### src/rtl/sm3_msg_expand.sv
// SM3 message-expansion feeder: takes one padded 512-bit block and streams the 64 {W_j, W'_j} beats.
// Build option SM3_BSWAP_EN: byte-reverse each input word at load (little-endian byte stream input).
module sm3_msg_expand #(
   parameter int WORD_WIDTH = 32,
   parameter int ROUNDS     = 64,
   parameter int GAP_CYCLES = 1
) (
   input  logic                    clk,
   input  logic                    rst_n,
   input  logic [16*WORD_WIDTH-1:0] blk,
   input  logic                    blk_valid,
   output logic                    blk_ready,
   output logic [2*WORD_WIDTH-1:0] data_iter,
   output logic                    data_iter_en,
   output logic                    data_last,
   output logic                    busy
);

   localparam int CW = $clog2(ROUNDS);
   localparam int GW = 4;
   localparam logic [CW-1:0] CNT_LAST = CW'(ROUNDS - 1);
   localparam logic [CW-1:0] CNT_PEN  = CW'(ROUNDS - 2);
   localparam logic [GW-1:0] GAP_LAST = GW'(GAP_CYCLES - 1);

   typedef enum logic [1:0] {IDLE, RUN, GAP} state_t;

   state_t                  r_state;
   state_t                  w_nextState;
   logic                    r_ready;
   logic                    r_busy;
   logic                    r_en;
   logic                    r_last;
   logic [2*WORD_WIDTH-1:0] r_dataIter;
   logic [CW-1:0]           r_cnt;
   logic [GW-1:0]           r_gapCnt;
   logic [WORD_WIDTH-1:0]   r_win  [16];
   logic [WORD_WIDTH-1:0]   w_load [16];
   logic [WORD_WIDTH-1:0]   w_newWord;
   logic                    w_accept;

   function automatic logic [WORD_WIDTH-1:0] rotl(input logic [WORD_WIDTH-1:0] x, input int n);
      return (x << n) | (x >> (WORD_WIDTH - n));
   endfunction

   function automatic logic [WORD_WIDTH-1:0] p1(input logic [WORD_WIDTH-1:0] x);
      return x ^ rotl(x, 15) ^ rotl(x, 23);
   endfunction

   function automatic logic [WORD_WIDTH-1:0] bswap(input logic [WORD_WIDTH-1:0] x);
      logic [WORD_WIDTH-1:0] y;
      y = '0;
      for (int b = 0; b < WORD_WIDTH/8; b++) begin
         y[b*8 +: 8] = x[WORD_WIDTH-8-b*8 +: 8];
      end
      return y;
   endfunction

   // Word 0 sits in the most significant slice of blk.
   always_comb begin
      for (int i = 0; i < 16; i++) begin
`ifdef SM3_BSWAP_EN
         w_load[i] = bswap(blk[(15-i)*WORD_WIDTH +: WORD_WIDTH]);
`else
         w_load[i] = blk[(15-i)*WORD_WIDTH +: WORD_WIDTH];
`endif
      end
   end

   assign w_accept  = blk_valid & r_ready;
   assign w_newWord = p1(r_win[0] ^ r_win[7] ^ rotl(r_win[13], 15)) ^ rotl(r_win[3], 7) ^ r_win[10];

   always_ff @(posedge clk or negedge rst_n) begin
      if (!rst_n) begin
         r_state <= IDLE;
      end else begin
         r_state <= w_nextState;
      end
   end

   always_comb begin
      w_nextState = r_state;
      case (r_state)
         IDLE:    if (w_accept) w_nextState = RUN;
         RUN:     if (r_cnt == CNT_LAST) w_nextState = GAP;
         GAP:     if (r_gapCnt == GAP_LAST) w_nextState = IDLE;
         default: w_nextState = IDLE;
      endcase
   end

   // The window always holds W_j..W_{j+15} for the beat currently on data_iter, so the next
   // beat comes from r_win[1]/r_win[5] while the window shifts in W_{j+16}.
   always_ff @(posedge clk or negedge rst_n) begin
      if (!rst_n) begin
         r_ready    <= 1'b0;
         r_busy     <= 1'b0;
         r_en       <= 1'b0;
         r_last     <= 1'b0;
         r_dataIter <= '0;
         r_cnt      <= '0;
         r_gapCnt   <= '0;
         for (int i = 0; i < 16; i++) r_win[i] <= '0;
      end else begin
         r_ready <= (w_nextState == IDLE);
         r_busy  <= (w_nextState != IDLE);
         case (r_state)
            IDLE: begin
               if (w_accept) begin
                  for (int i = 0; i < 16; i++) r_win[i] <= w_load[i];
                  r_dataIter <= {w_load[0], w_load[0] ^ w_load[4]};
                  r_en       <= 1'b1;
                  r_last     <= 1'b0;
                  r_cnt      <= '0;
               end
            end
            RUN: begin
               if (r_cnt == CNT_LAST) begin
                  r_en       <= 1'b0;
                  r_last     <= 1'b0;
                  r_dataIter <= '0;
                  r_gapCnt   <= '0;
               end else begin
                  for (int i = 0; i < 15; i++) r_win[i] <= r_win[i+1];
                  r_win[15]  <= w_newWord;
                  r_dataIter <= {r_win[1], r_win[1] ^ r_win[5]};
                  r_last     <= (r_cnt == CNT_PEN);
                  r_cnt      <= r_cnt + 1'b1;
               end
            end
            GAP: begin
               r_gapCnt <= r_gapCnt + 1'b1;
            end
            default: ;
         endcase
      end
   end

   assign blk_ready    = r_ready;
   assign busy         = r_busy;
   assign data_iter    = r_dataIter;
   assign data_iter_en = r_en;
   assign data_last    = r_last;

endmodule

### config.mk
export PLATFORM = sky130hd
export DESIGN_NAME = sm3_msg_expand
export DESIGN_NICKNAME = d
export VERILOG_FILES = /design/src/rtl/sm3_msg_expand.sv
export SDC_FILE = /design/constraint.sdc
export NUM_CORES = 2
export LEC_CHECK = 0
export BUFFER_PORTS_ARGS = -buffer_cell sky130_fd_sc_hd__buf_2
export CAP_MARGIN = 10
export CORE_MARGIN = 10
export CORE_UTILIZATION = 45
export CTS_BUF_LIST = sky130_fd_sc_hd__clkbuf_16
export DETAILED_ROUTE_END_ITERATION = 6
export MAX_ROUTING_LAYER = met4
export PLACE_DENSITY_LB_ADDON = 0.05
export SKIP_CTS_REPAIR_TIMING = 1
export SLEW_MARGIN = 10
export SYNTH_ARGS = -nofsm -noshare
export SYNTH_HDL_FRONTEND = slang
export SYNTH_SLANG_ARGS = --single-unit
### constraint.sdc
create_clock -name clk -period 4.6 [get_ports clk]
set_input_delay 0.69 -clock clk [delete_from_list [all_inputs] [get_ports clk]]
set_output_delay 0.69 -clock clk [all_outputs]
set_load 0.01 [all_outputs]
==> run summary <==
CTS built an H-tree with a depth of 3. Global routing finished with a remaining overflow of 0. In this run the remaining antenna-violating nets after routing total 0. Across the VDD grid, the largest voltage drop is 0.000576 V. The HPWL after detailed placement is 96.1 mm. The family of cells with the greatest summed delay on the critical path is compound AO/OA/AOI/OAI gates.

The leakage power is 15.9 nW. The tools report the startpoint of the worst setup timing path as r_state[1]. The pin count of the biggest net entering global routing came out at 214. The synthesized area divided by synthesized cell count is 8.90 um2, and the number of global-route vias before repair is 27,800. The hold violation total from the final report was 0.

The slowest stage of the critical path belongs to the cell a21oi_4. The capture point of the worst reg-to-reg path was r_win[177]. For the final max-slew violation count, the log shows 0.

For the finished layout, the period the worst path requires is 3.20 ns. STA puts the critical path data required time at 5.11 ns. TritonCTS built the clock tree. The switching share of power was 0.469; the aggregate global-route resource usage was 0.338.

Placement-stage cell area: 0.0329 mm2. The via count normalized by instance count came out at 6.05. Traced cell by cell, the critical path runs through nand2b_4, a21oi_4, buf_12, nor3_1, a31oi_1.

From bottom edge to top edge, the die measures 277 um. Setup repair after global routing left no endpoint under its margin. Counting along the longest clock path gives a buffer depth of 3.

Yosys printed 0 warnings. The tools report the combinational fraction of design power as 0.516. The worst setup path is launched from a flop.

In the routed design, unresolved DRC markers number 0. The run finished with clean final reports. After detailed routing, the met2 layer carries 61.4 mm of wire. Clock tree synthesis inserted a total of 69 buffers.

For this block, wires on met1 add up to 53.2 mm. For this run, the post-layout net count is 4,250. The delay of the slowest critical-path stage is 0.85 ns. The internal portion of the total power is 0.0181 W.

The net count after synthesis is 3,849. The top cell types in the final layout, fill and taps aside, are nand2_1, dfrtp_1, buf_2. The synthesized cell area came out at 0.0296 mm2. The type of the worst min-delay path is input pin to asynchronous set/reset pin. The growth of design area from synthesis to finish is 17.8%, and the final core utilization is 0.533.

The die is 277 um wide. The global placer's final weighted congestion was 0.968. For the synthesized instance count, the log shows 3,330. The routed design uses 9.68 mm of met3 wire. For the area enclosed by the die boundary, the log shows 0.0765 mm2. CTS saw 592 sinks. The worst register-to-register path has a depth of 5.

The global-route wire length before repair is 189 mm. The number of buffers and inverters on the critical path came out at 1. After synthesis the netlist holds a flip-flop and latch count of 592.

Setup-violating endpoint count in the final report: 0. The total wirelength of the detailed-routed design is 131 mm, and the total power of the final layout is 0.0340 W. The average wire per standard cell is 28.1 um. The worst-path maximum fanout works out to 145. The clock transition time at the flip-flop clock pins of the worst setup and hold paths is 0.06 ns, and the transition at the pin with the smallest max-transition slack is 1.20 ns.

Based on the critical path, the design can be clocked at up to 313 MHz. In this run the tool buffered the top-level ports with 582 buffer cells. The share of layout cells above drive strength 1 works out to 0.192.

The logs give 35 for the unique cell type count in the Yosys netlist and 14 for the initial antenna violation count. The top-level port count is 583, and the depth of the critical timing path with buffers and inverters included is 5. In this run, the number of DRC markers left after iteration 0 of detailed routing was 3,340. The floorplan step defined a core boundary enclosing 0.0655 mm2. The setup check on the worst reg-to-reg path leaves a slack of 1.40 ns.

The uppermost layer routed is met4. The total vias in the final route came out at 28,200. The worst register-to-register path begins at r_state[1]. The power share of the sequential group is 0.336, and the design area is 0.0349 mm2.

Summed over all failing endpoints, the final setup total negative slack is 0 ns. Summed over all nets, the switching power comes to 0.0159 W. Path type of the worst setup path: flop to flop. The share of the cycle needed by the critical path after routing is 0.695. The power density normalized to cell area works out to 974 mW/mm2. For the final database, setup skew stands at 0.0252 ns. The leading cell type in the layout, fill and taps excluded is nand2_1.

The tree is rooted in a clkbuf_16. The floorplan has 94 rows. The tool flagged a number of max-cap violations equal to 0. Data on the critical path arrives at its endpoint at 3.71 ns. The logs give 0.452 for the effective utilization at floorplan and 5 for the total iterations of the first detailed-routing run.

At the later pin of the worst-skew pair, clock insertion delay measures 0.62 ns. The endpoint of the most critical setup path was r_win[177]. The worst setup path is captured at a flop.

The run gives 0.500 as the register area share after synthesis. The share of power burned in the clock network is 0.148, and the tightest slew margin relative to the limit is 0.199.
stage by stage:
step | setup WS [ns] | std cells | hold WS [ns]
floorplan | 2.83 | 3330 | 0.394
global placement | 1.58 | 4524 | 0.493
detailed placement | 1.49 | 4524 | 0.487
CTS | 1.46 | 4641 | 0.190
global route | 1.24 | 4654 | 0.206
finish | 1.40 | 4656 | 0.149
cells by family (layout without fill, tap and decap cells):
kind of cell | count (synthesis) | in the layout | synth area share
buffers and inverters | 342 | 789 | 0.0549
adder cells (fa/ha/maj) | 4 | 4 | 0.00169
flip-flops | 592 | 592 | 0.500
XOR/XNOR | 229 | 229 | 0.0825
multiplexers | 33 | 33 | 0.0111
AND/OR/NAND/NOR | 1472 | 1472 | 0.208
AO/OA/AOI/OAI | 658 | 658 | 0.142
other | 0 | 15 | 0
metal layers:
layer,GRT usage,vias to the layer above
met5,-,-
met4,0.154,0
met3,0.0559,218
met2,0.521,1329
met1,0.432,14200
li1,-,12400
state kept, by name, indices dropped and copies added, names as in the netlist:
signal	flops
blk_ready	1
busy	1
data_iter	64
data_iter_en	1
data_last	1
r_cnt	6
r_gapCnt	4
r_state	2
r_win	512
power by group through the flow:
stage / clock network, W / logic, W / registers, W
2_1_floorplan: 0 / 0.0124 / 0.00980
3_3_place_gp: 0 / 0.0171 / 0.0113
3_5_place_dp: 0 / 0.0174 / 0.0113
4_1_cts: 0.00508 / 0.0175 / 0.0113
5_1_grt: 0.00529 / 0.0189 / 0.0115
6_report: 0.00503 / 0.0175 / 0.0114
cell usage after synthesis, drive strengths merged:
| cell type | number | area share |
|---|---|---|
| a2111oi | 1 | 0.00034 |
| dfrtp | 592 | 0.50 |
| a2bb2oi | 32 | 0.0095 |
| a22oi | 32 | 0.0081 |
| nand2b | 2 | 0.00042 |
| a221oi | 1 | 0.00030 |
| a21oi | 4 | 0.00068 |
| nor2 | 40 | 0.0051 |
| nor3 | 481 | 0.081 |
| nand3 | 4 | 0.00068 |
| ha | 4 | 0.0017 |
| nand4 | 2 | 0.00042 |
| nor4 | 1 | 0.00021 |
| nand2 | 936 | 0.12 |
| and4 | 1 | 0.00030 |
| a31o | 1 | 0.00030 |
| mux2i | 33 | 0.011 |
| o21ai | 71 | 0.012 |
| o211ai | 1 | 0.00025 |
| xnor2 | 68 | 0.020 |
| a211oi | 33 | 0.0084 |
| xor2 | 129 | 0.038 |
| xnor3 | 32 | 0.024 |
| nor2b | 2 | 0.00042 |
| inv | 38 | 0.0048 |
| clkbuf | 112 | 0.014 |
| and2 | 1 | 0.00021 |
| a31oi | 448 | 0.095 |
| buf | 192 | 0.036 |
| and3 | 2 | 0.00042 |
| o22ai | 34 | 0.0072 |
cell type report:
type,count,area [um2]
Multi-Input combinational cell,2396,13200
Tap cell,864,1080
Antenna cell,15,37.5
Clock buffer,71,1780
Clock inverter,46,220
Fill cell,6153,30600
Inverter,38,143
Timing Repair Buffer,634,3600
Sequential cell,592,14800
worst min-delay path by stage:
stage	start	to	slack, ns	cells past startpoint
CTS	rst_n	r_win[76]	0.19	1
global route	rst_n	r_win[76]	0.21	1
detailed placement	data_last	data_last	0.49	2
global placement	data_iter_en	data_iter_en	0.49	2
finish	rst_n	r_win[76]	0.15	1
floorplan	rst_n	blk_ready	0.39	0
(Power assumes the default switching activity.)
